$ cat src/rtl/fpu_int_to_f32_pipe.sv
// Purpose : pipelined integer -> IEEE-754 binary32 converter, round to nearest even.
// Latency : 3 cycles from input acceptance to o_valid when unstalled; 1 result/cycle sustained.
// Backpr. : each stage advances when empty or when the next stage advances; o_ready=0 holds S3.
//
// Ports:
//   clk, rst              clock (rising edge) and asynchronous active-high reset
//   i_valid/i_ready       operand handshake; i_signed selects two's complement vs unsigned
//   i_a, i_tag            integer operand (IN_WIDTH bits) and opaque tag
//   o_valid/o_ready       result handshake
//   o_f, o_tag            binary32 result and the tag that came in with its operand
//   o_inexact             rounding discarded nonzero bits; only driven when FPU_I2F_FLAGS_EN
//                         is defined, otherwise tied to 0
//
// Stages:
//   S1: sign extraction and magnitude (absolute value as unsigned)
//   S2: leading-one detect, left-normalise, biased exponent
//   S3: round to nearest even on the bits below the 24-bit significand, pack

module fpu_int_to_f32_pipe #(
  parameter int IN_WIDTH  = 32,
  parameter int TAG_WIDTH = 4
) (
  input  logic                 clk,
  input  logic                 rst,
  input  logic                 i_valid,
  output logic                 i_ready,
  input  logic                 i_signed,
  input  logic [IN_WIDTH-1:0]  i_a,
  input  logic [TAG_WIDTH-1:0] i_tag,
  output logic                 o_valid,
  input  logic                 o_ready,
  output logic [31:0]          o_f,
  output logic [TAG_WIDTH-1:0] o_tag,
  output logic                 o_inexact
);

  // The normalised value is viewed through a window at least 26 bits wide so that
  // hidden bit, 23 fraction bits, guard bit and at least one sticky bit always exist.
  // For IN_WIDTH <= 24 the guard/sticky bits are constant zero and rounding folds away.
  localparam int PW = (IN_WIDTH < 26) ? 26 : IN_WIDTH;
  localparam int SH = PW - IN_WIDTH;

  // ---------------------------------------------------------------- stage control
  logic ld1, ld2, ld3;

  logic                 s1_vld;
  logic                 s1_sign;
  logic [IN_WIDTH-1:0]  s1_mag;
  logic [TAG_WIDTH-1:0] s1_tag;

  logic                 s2_vld;
  logic                 s2_sign;
  logic [IN_WIDTH-1:0]  s2_norm;
  logic [7:0]           s2_exp;
  logic [TAG_WIDTH-1:0] s2_tag;

  assign ld3     = !o_valid || o_ready;
  assign ld2     = !s2_vld || ld3;
  assign ld1     = !s1_vld || ld2;
  assign i_ready = ld1;

  // ---------------------------------------------------------------- S1: sign / magnitude
  logic                s1_sign_d;
  logic [IN_WIDTH-1:0] s1_mag_d;

  // For the signed minimum, -A wraps back to 2^(IN_WIDTH-1), which is the correct
  // magnitude when read as unsigned.
  assign s1_sign_d = i_signed & i_a[IN_WIDTH-1];
  assign s1_mag_d  = s1_sign_d ? -i_a : i_a;

  always_ff @(posedge clk or posedge rst) begin
    if (rst) begin
      s1_vld  <= 1'b0;
      s1_sign <= 1'b0;
      s1_mag  <= '0;
      s1_tag  <= '0;
    end else if (ld1) begin
      s1_vld <= i_valid;
      if (i_valid) begin
        s1_sign <= s1_sign_d;
        s1_mag  <= s1_mag_d;
        s1_tag  <= i_tag;
      end
    end
  end

  // ---------------------------------------------------------------- S2: LOD / normalise
  logic [6:0]          lead;
  logic [IN_WIDTH-1:0] s2_norm_d;
  logic [7:0]          s2_exp_d;

  // Highest set bit wins; a zero magnitude leaves lead=0 and norm=0, which S3 detects
  // through the missing hidden bit.
  always_comb begin
    lead = '0;
    for (int i = 0; i < IN_WIDTH; i++) begin
      if (s1_mag[i]) lead = 7'(i);
    end
  end

  assign s2_norm_d = s1_mag << (7'(IN_WIDTH - 1) - lead);
  assign s2_exp_d  = 8'd127 + {1'b0, lead};

  always_ff @(posedge clk or posedge rst) begin
    if (rst) begin
      s2_vld  <= 1'b0;
      s2_sign <= 1'b0;
      s2_norm <= '0;
      s2_exp  <= '0;
      s2_tag  <= '0;
    end else if (ld2) begin
      s2_vld <= s1_vld;
      if (s1_vld) begin
        s2_sign <= s1_sign;
        s2_norm <= s2_norm_d;
        s2_exp  <= s2_exp_d;
        s2_tag  <= s1_tag;
      end
    end
  end

  // ---------------------------------------------------------------- S3: round / pack
  logic [PW-1:0] ext;
  logic          nz;
  logic [22:0]   frac_t;
  logic          guard;
  logic          sticky;
  logic          rnd_up;
  logic [30:0]   body;
  logic [31:0]   f_d;

  assign ext    = PW'(s2_norm) << SH;
  assign nz     = ext[PW-1];
  assign frac_t = ext[PW-2 -: 23];
  assign guard  = ext[PW-25];
  assign sticky = |ext[PW-26:0];
  assign rnd_up = guard & (sticky | frac_t[0]);

  // Adding the round increment across {exp, frac} lets a fraction carry-out bump the
  // exponent and leave an all-zero fraction, which is exactly the next power of two.
  assign body = {s2_exp, frac_t} + {30'd0, rnd_up};
  assign f_d  = nz ? {s2_sign, body} : 32'd0;

  always_ff @(posedge clk or posedge rst) begin
    if (rst) begin
      o_valid <= 1'b0;
      o_f     <= '0;
      o_tag   <= '0;
    end else if (ld3) begin
      o_valid <= s2_vld;
      if (s2_vld) begin
        o_f   <= f_d;
        o_tag <= s2_tag;
      end
    end
  end

`ifdef FPU_I2F_FLAGS_EN
  logic inexact_d;

  assign inexact_d = guard | sticky;

  always_ff @(posedge clk or posedge rst) begin
    if (rst) begin
      o_inexact <= 1'b0;
    end else if (ld3 && s2_vld) begin
      o_inexact <= inexact_d;
    end
  end
`else
  assign o_inexact = 1'b0;
`endif

endmodule

$ cat config.mk
export PLATFORM = sky130hd
export DESIGN_NAME = fpu_int_to_f32_pipe
export DESIGN_NICKNAME = d
export VERILOG_FILES = /design/src/rtl/fpu_int_to_f32_pipe.sv
export SDC_FILE = /design/constraint.sdc
export NUM_CORES = 1
export LEC_CHECK = 0
export ABC_CLOCK_PERIOD_IN_PS = 3800
export CAP_MARGIN = 10
export CORE_ASPECT_RATIO = 1.5
export CORE_UTILIZATION = 52
export DETAILED_ROUTE_END_ITERATION = 12
export HOLD_SLACK_MARGIN = 0.1
export PLACE_DENSITY = 0.77
export SETUP_SLACK_MARGIN = 0.02
export SYNTH_ARGS = -nofsm -noshare
export SYNTH_HDL_FRONTEND = slang
export SYNTH_SLANG_ARGS = --single-unit
$ cat constraint.sdc
create_clock -name clk -period 3.8 [get_ports clk]
set_clock_uncertainty 0.15 [all_clocks]
set_input_delay 0.57 -clock clk [delete_from_list [all_inputs] [get_ports clk]]
set_output_delay 0.57 -clock clk [all_outputs]
set_load 0.005 [all_outputs]
==> reports/results.ini, run 1 <==
[layout]
n_antenna_cell=0
fin_nets=974
area_delta_synth_final_pct=20.9
nFillCells=1221
drive_above_1_share_pct=8.91

[grt]
grt_overflow=0
antenna_found_initial=0
grt_pass1_vias=6419
grt.total_usage_pct=27.1
grt_pass1_wl_um=31700
grt_max_degree=51

[floorplanning]
die_area_um2=15100
start_util_pct=53.8
rows=53
dieHeight_um=150
design.core.area_um2=14100
die_w_um=101
ioPinCount=80

[power]
irDropWorstVdd_uv=325
power_mw=5.85
power_frac_comb_pct=35.4
p_sw_mw=2.08
p_clk_share_pct=28.7
powerDensity_nw_per_um2=636
p_leak_nw=3.98
internal_power_mw=3.76
swShare_pct=35.6
p_seq_share_pct=35.9

[place]
portBuffers=78
dp_hpwl_um=14100
gp_congestion=0.948

[synthesis]
syn_nets=906
ys_warn_count=0
yosys-top-cells-count=154 x nand2_1, 121 x dfrtp_1, 81 x o21ai_0, 67 x mux2i_1, 61 x nor2_1
synthFlopType=dfrtp_1
yosysMostFrequentCell=nand2_1
synth_cell_types=75
synth_area_leaders=dfrtp_1 40%, mux2i_1 8.8%, nand2_1 7.6%
async_reset_ff_share_pct=100
synth_area_per_cell_um2=8.82
synth_enable_flop_cells=0
netlist.area_leader.share_pct=39.8
ys_seq_elements=121
synth_seq_area_share_pct=39.8
synth_cells=862
synth_area_um2=7600
yosysTopAreaCell=dfrtp_1

[route]
num_vias=6531
met2_wirelength_um=10000
wire_per_inst_um=16.6
ant_nets=0
route.met3.wl_um=712
routed_wl_um=18900
drc=0
dr.pass1.iters=5
drt-initial-drc-count=384
viasPerCell=5.75
met1_length_um=7260
routed.top_layer=met4

[worst_setup_path]
critical_path_class=reg -> reg
rr_endpoint=ext[14]
rrSetupSlack_ps=350
r2r_cells=8
crit_arrival_ps=3610
startpoint_type=register
r2r_start=s1_mag[20]
critPathCaptureType=register
cp_max_fo=16
crit_required_ps=3960

[worst_hold_path]
hold_start=s1_tag[2]
hold_path_class=reg -> reg
min_to=s2_tag[2]
min_path_cells=2

[cts]
clock-sinks=121
cts_buffer_depth=2
root_buffer=clkbuf_16
post_cts_buffers=0
cts_resized=0
worst_skew_pair.late_latency_ps=420
cts_buffers=17
cts_tree=done
hold_buffers=0
path_clk_slew_ps=60
cts_max_level=4

[sta]
worst_pin_slew_ps=861
finalSetupViolations=0
final.min_clock_period_ps=3450
hold_viol_final=0
maxSlewViolCount=0
rsz0062_at_grt=no
min_period_over_period_pct=90.8
tns_ps=0
relSlewSlack_pct=42.4
fmax_mhz=290

[job]
cap_violations=0

[outcome]
status=complete, no violations

cell type report:
class / instances / area [µm²] / area share (%)
inverter: 17 / 67.6 / 0.735
timing repair buffer: 101 / 991 / 10.8
tap: 192 / 240 / 2.61
sequential: 121 / 3030 / 33.0
clock inverter: 15 / 189 / 2.06
multi-input combinational: 672 / 4250 / 46.2
clock buffer: 17 / 425 / 4.63
state kept, by name, indices dropped and copies added, names as in the netlist:
register  count
ext          32
o_f          32
o_tag         4
o_valid       1
s1_mag       32
s1_sign       1
s1_tag        4
s1_vld        1
s2_exp        8
s2_sign       1
s2_tag        4
s2_vld        1
worst max-delay path, cell delays in order, from the launching register on:
cell	delay, ps
dfrtp_1	490
nor4_2	420
o41ai_1	210
a31oi_4	580
mux2i_1	400
mux2i_1	150
mux2i_1	510
nand2_1	140
a32o_1	270
cells by family after synthesis:
kind of cell,Yosys count,share of synthesized area (%)
AOI/OAI and AO/OA,209,18.1
adders and majority gates,3,0.494
and+or+nand+nor,314,18.8
xor gates and xnor gates,61,7.03
buffers and inverters,69,4.31
other,1,0.0493
DFF,121,39.8
muxes,84,11.4
per-stage QoR:
stage               util, %  cell area (µm²)  setup WS (ps)  instances  hold WS [ps]
detailed placement     60.7             8570            330       1103           299
global route           65.0             9190            205       1135           336
global placement       60.7             8570            367       1103           289
finish                 65.0             9190            350       1135           311
CTS                    65.0             9190            374       1135           313
floorplan                 -             7600            971        862           283
worst max-delay path by stage:
stage                  to        from  depth (start not counted)  slack (ps)
5_1_grt           ext[30]  s1_mag[20]                          8         210
2_1_floorplan  s1_mag[30]     i_a[12]                          8         970
6_report          ext[14]  s1_mag[20]                          8         350
4_1_cts           ext[30]  s1_mag[20]                          8         370
3_5_place_dp   s1_mag[26]     i_a[12]                          9         330
3_3_place_gp   s1_mag[29]     i_a[12]                          9         370
cells in the final DEF (no fill, tap or decap), types with 12 or more instances in the layout:
| cell type | Yosys | layout |
|---|---|---|
| nor3_1 | 12 | 12 |
| xnor2_1 | 33 | 33 |
| mux2i_1 | 67 | 67 |
| nor2_1 | 61 | 61 |
| mux2_2 | 13 | 13 |
| o21ai_0 | 81 | 81 |
| nand2_1 | 154 | 153 |
| a21oi_1 | 30 | 30 |
| dfrtp_1 | 121 | 121 |
| buf_4 | 3 | 20 |
| xor2_1 | 28 | 28 |
| nand3_1 | 22 | 22 |
| clkbuf_16 | 0 | 17 |
| clkdlybuf4s50_1 | 0 | 78 |
| inv_1 | 16 | 15 |
power groups by stage:
| stage | combinational (mW) | clock, mW | sequential (mW) |
|---|---|---|---|
| final | 2.07 | 1.68 | 2.10 |
| after detailed placement | 2.04 | 0 | 2.11 |
| after global routing | 2.27 | 1.75 | 2.16 |
| after floorplan | 1.38 | 0 | 1.99 |
| after global placement | 2.01 | 0 | 2.09 |
| after CTS | 2.07 | 1.69 | 2.10 |
metal layers:
metal  vias up  GRT usage [%]
li1       3206              -
met4         0           16.7
met3        51           5.23
met5         -              0
met1      3090           29.7
met2       184           47.6
(Power assumes the default switching activity.)
==> inputs of run 2 (changes only) <==
--- a/config.mk
+++ b/config.mk
@@ -13,6 +13,7 @@
 export HOLD_SLACK_MARGIN = 0.1
 export PLACE_DENSITY = 0.77
 export SETUP_SLACK_MARGIN = 0.02
+export SLEW_MARGIN = 20
 export SYNTH_ARGS = -nofsm -noshare
 export SYNTH_HDL_FRONTEND = slang
 export SYNTH_SLANG_ARGS = --single-unit
==> results of run 2 <==
No change in the layout: final DEF, timing and power equal those of run 1.
==> inputs of run 3 (changes only) <==
--- a/config.mk
+++ b/config.mk
@@ -8,10 +8,12 @@
 export ABC_CLOCK_PERIOD_IN_PS = 3800
 export CAP_MARGIN = 10
 export CORE_ASPECT_RATIO = 1.5
-export CORE_UTILIZATION = 52
+export CORE_UTILIZATION = 57
 export DETAILED_ROUTE_END_ITERATION = 12
+export DONT_BUFFER_PORTS = 1
+export GPL_ROUTABILITY_DRIVEN = 0
 export HOLD_SLACK_MARGIN = 0.1
-export PLACE_DENSITY = 0.77
+export PLACE_DENSITY = 0.75
 export SETUP_SLACK_MARGIN = 0.02
 export SLEW_MARGIN = 20
 export SYNTH_ARGS = -nofsm -noshare
==> reports/results.ini, run 3 (synthesized netlist as in run 1, its figures left out) <==
[sta]
relSlewSlack_pct=41.6  ; was 42.4%
worst_pin_slew_ps=873  ; was 861 ps
fmax_mhz=299  ; was 290 MHz
finalSetupViolations=0  ; unchanged
rsz0062_at_grt=no  ; unchanged
hold_ws_ps=106  ; was 311 ps
final.min_clock_period_ps=3340  ; was 3450 ps
maxSlewViolCount=0  ; unchanged
fin_ws_ps=457  ; was 350 ps
min_period_over_period_pct=88.0  ; was 90.8%
tns_ps=0  ; unchanged
hold_viol_final=0  ; unchanged

[route]
drc=0  ; unchanged
wire_per_inst_um=18.7  ; was 16.6 µm
dr.pass1.iters=6  ; was 5
num_vias=6377  ; was 6531
ant_nets=0  ; unchanged
drt-initial-drc-count=374  ; was 384
viasPerCell=6.30  ; was 5.75
routed_wl_um=19000  ; was 18900 µm

[worst_setup_path]
slowest_delay_ps=560  ; was 580 ps
r2r_cells=8  ; unchanged
startpoint_type=register  ; unchanged
cp_max_fo=16  ; unchanged
rrSetupSlack_ps=460  ; was 350 ps
crit_arrival_ps=3500  ; was 3610 ps
r2r_start=s1_mag[20]  ; unchanged
rr_endpoint=ext[13]  ; was ext[14]
critical_path_class=reg -> reg  ; unchanged
path_cells=nor4_2 -> o41ai_1 -> a31oi_4 -> mux2i_1 -> o22ai_1 -> o21ai_1 -> nand2_1 -> a32o_1  ; was nor4_2 -> o41ai_1 -> a31oi_4 -> mux2i_1 -> mux2i_1 -> mux2i_1 -> nand2_1 -> a32o_1
startpoint=s1_mag[20]  ; unchanged
critPathCaptureType=register  ; unchanged
crit_required_ps=3950  ; was 3960 ps
slowest_stage=a31oi_4  ; unchanged

[floorplanning]
start_util_pct=58.4  ; was 53.8%
ioPinCount=80  ; unchanged
die_w_um=96.3  ; was 101 µm
design.core.area_um2=13000  ; was 14100 µm²
rows=51  ; was 53
dieHeight_um=143  ; was 150 µm
die_area_um2=13800  ; was 15100 µm²

[layout]
area_delta_synth_final_pct=8.97  ; was 20.9%
fin_nets=885  ; was 974
layout_commonest_cell=nand2_1  ; unchanged
n_antenna_cell=0  ; unchanged
design_area_um2=8280  ; was 9190 µm²
drive_above_1_share_pct=8.43  ; was 8.91%
layout_common_cells=152 x nand2_1, 121 x dfrtp_1, 81 x o21ai_0  ; was 153 x nand2_1, 121 x dfrtp_1, 81 x o21ai_0

[cts]
path_clk_slew_ps=60  ; about the same
cts_buffers=17  ; unchanged
cts_tree=done  ; unchanged
cts_max_level=4  ; unchanged
root_buffer=clkbuf_16  ; unchanged
clock-sinks=121  ; unchanged
worst_skew_pair.late_latency_ps=420  ; about the same
cts_buffer_depth=2  ; unchanged

[job]
cap_violations=0  ; unchanged

[power]
powerDensity_nw_per_um2=667  ; was 636 nW/µm²
p_leak_nw=3.61  ; was 3.98 nW
irDropWorstVdd_uv=289  ; was 325 µV

[grt]
grt_pass1_wl_um=30900  ; was 31700 µm
grt_pass1_vias=6306  ; was 6419
grt_overflow=0  ; unchanged
grt_max_degree=92  ; was 51
grt.total_usage_pct=29.2  ; was 27.1%
antenna_found_initial=0  ; unchanged

[place]
dp_slack_ps=546  ; was 330 ps
dp_hpwl_um=14100  ; about the same
portBuffers=0  ; was 78
placed_cell_area_um2=7650  ; was 8570 µm²

[worst_hold_path]
min_to=s1_vld  ; was s2_tag[2]
min_path_cells=1  ; was 2
hold_path_class=in -> reg  ; was reg -> reg
hold_start=i_valid  ; was s1_tag[2]

[outcome]
status=complete, no violations  ; unchanged

run 3: cell count changes in the layout (fill, tap and decap cells not counted), sizes merged:
| cell | change |
|---|---|
| clkinv | -4 |
| clkinvlp | +3 |
| inv | -2 |
| clkbuf | +3 |
| buf | -12 |
| clkdlybuf4s50 | -78 |
| dlygate4sd3 | +1 |
run 3: power by group:
group / switching, mW / internal [mW] / leakage, nW
registers: 0.474 / 1.69 / 1.49
clock network: 0.603 / 1.07 / 0.290
logic: 0.962 / 0.721 / 1.84
total: 2.04 / 3.48 / 3.61
run 3: repair_timing:
action                                 4_1_cts  5_1_grt
setup buffers                                0        0
resized for setup                            0        0
hold buffers                                 1        0
setup endpoints to repair                    0        0
endpoints found under the hold margin       30        0
run 3: worst max path at each step:
stage                            end  slack [ps]  depth (start not counted)
final                        ext[13]         460                          8
after floorplan           s1_mag[30]         970                          8
after detailed placement     ext[23]         550                          9
after CTS                    ext[23]         540                          9
after global placement       ext[23]         640                          9
after global routing         ext[13]         290                          8
run 3: area by class of cell:
cell class / instances / area, µm²
Inverter: 17 / 67.6
Sequential cell: 121 / 3030
Clock inverter: 12 / 164
Multi-Input combinational cell: 672 / 4250
Fill cell: 1098 / 4740
Clock buffer: 20 / 457
Timing Repair Buffer: 12 / 118
Tap cell: 159 / 199
run 3: worst max-delay path, delay by kind of cell (launching register included):
family,cells,cell delay (ps)
AO/OA/AOI/OAI,5,1690
AND/OR/NAND/NOR,2,610
flip-flops,1,480
multiplexers,1,290
run 3: metrics by stage:
stage,power [mW],util (%),instances
final,5.52,63.6,1013
after detailed placement,3.82,58.8,980
after CTS,5.51,63.6,1013
after global routing,5.81,63.6,1013
after global placement,3.73,58.8,980
after floorplan,3.37,-,862
run 3: per-layer routing:
layer / GRT usage, % / routed length (µm) / vias up
met1: 31.4 / 7260 / 3007
met4: 18.1 / 1070 / 0
li1: - / - / 3023
met3: 5.82 / 901 / 78
met2: 51.1 / 9730 / 269
met5: 0 / 0 / -
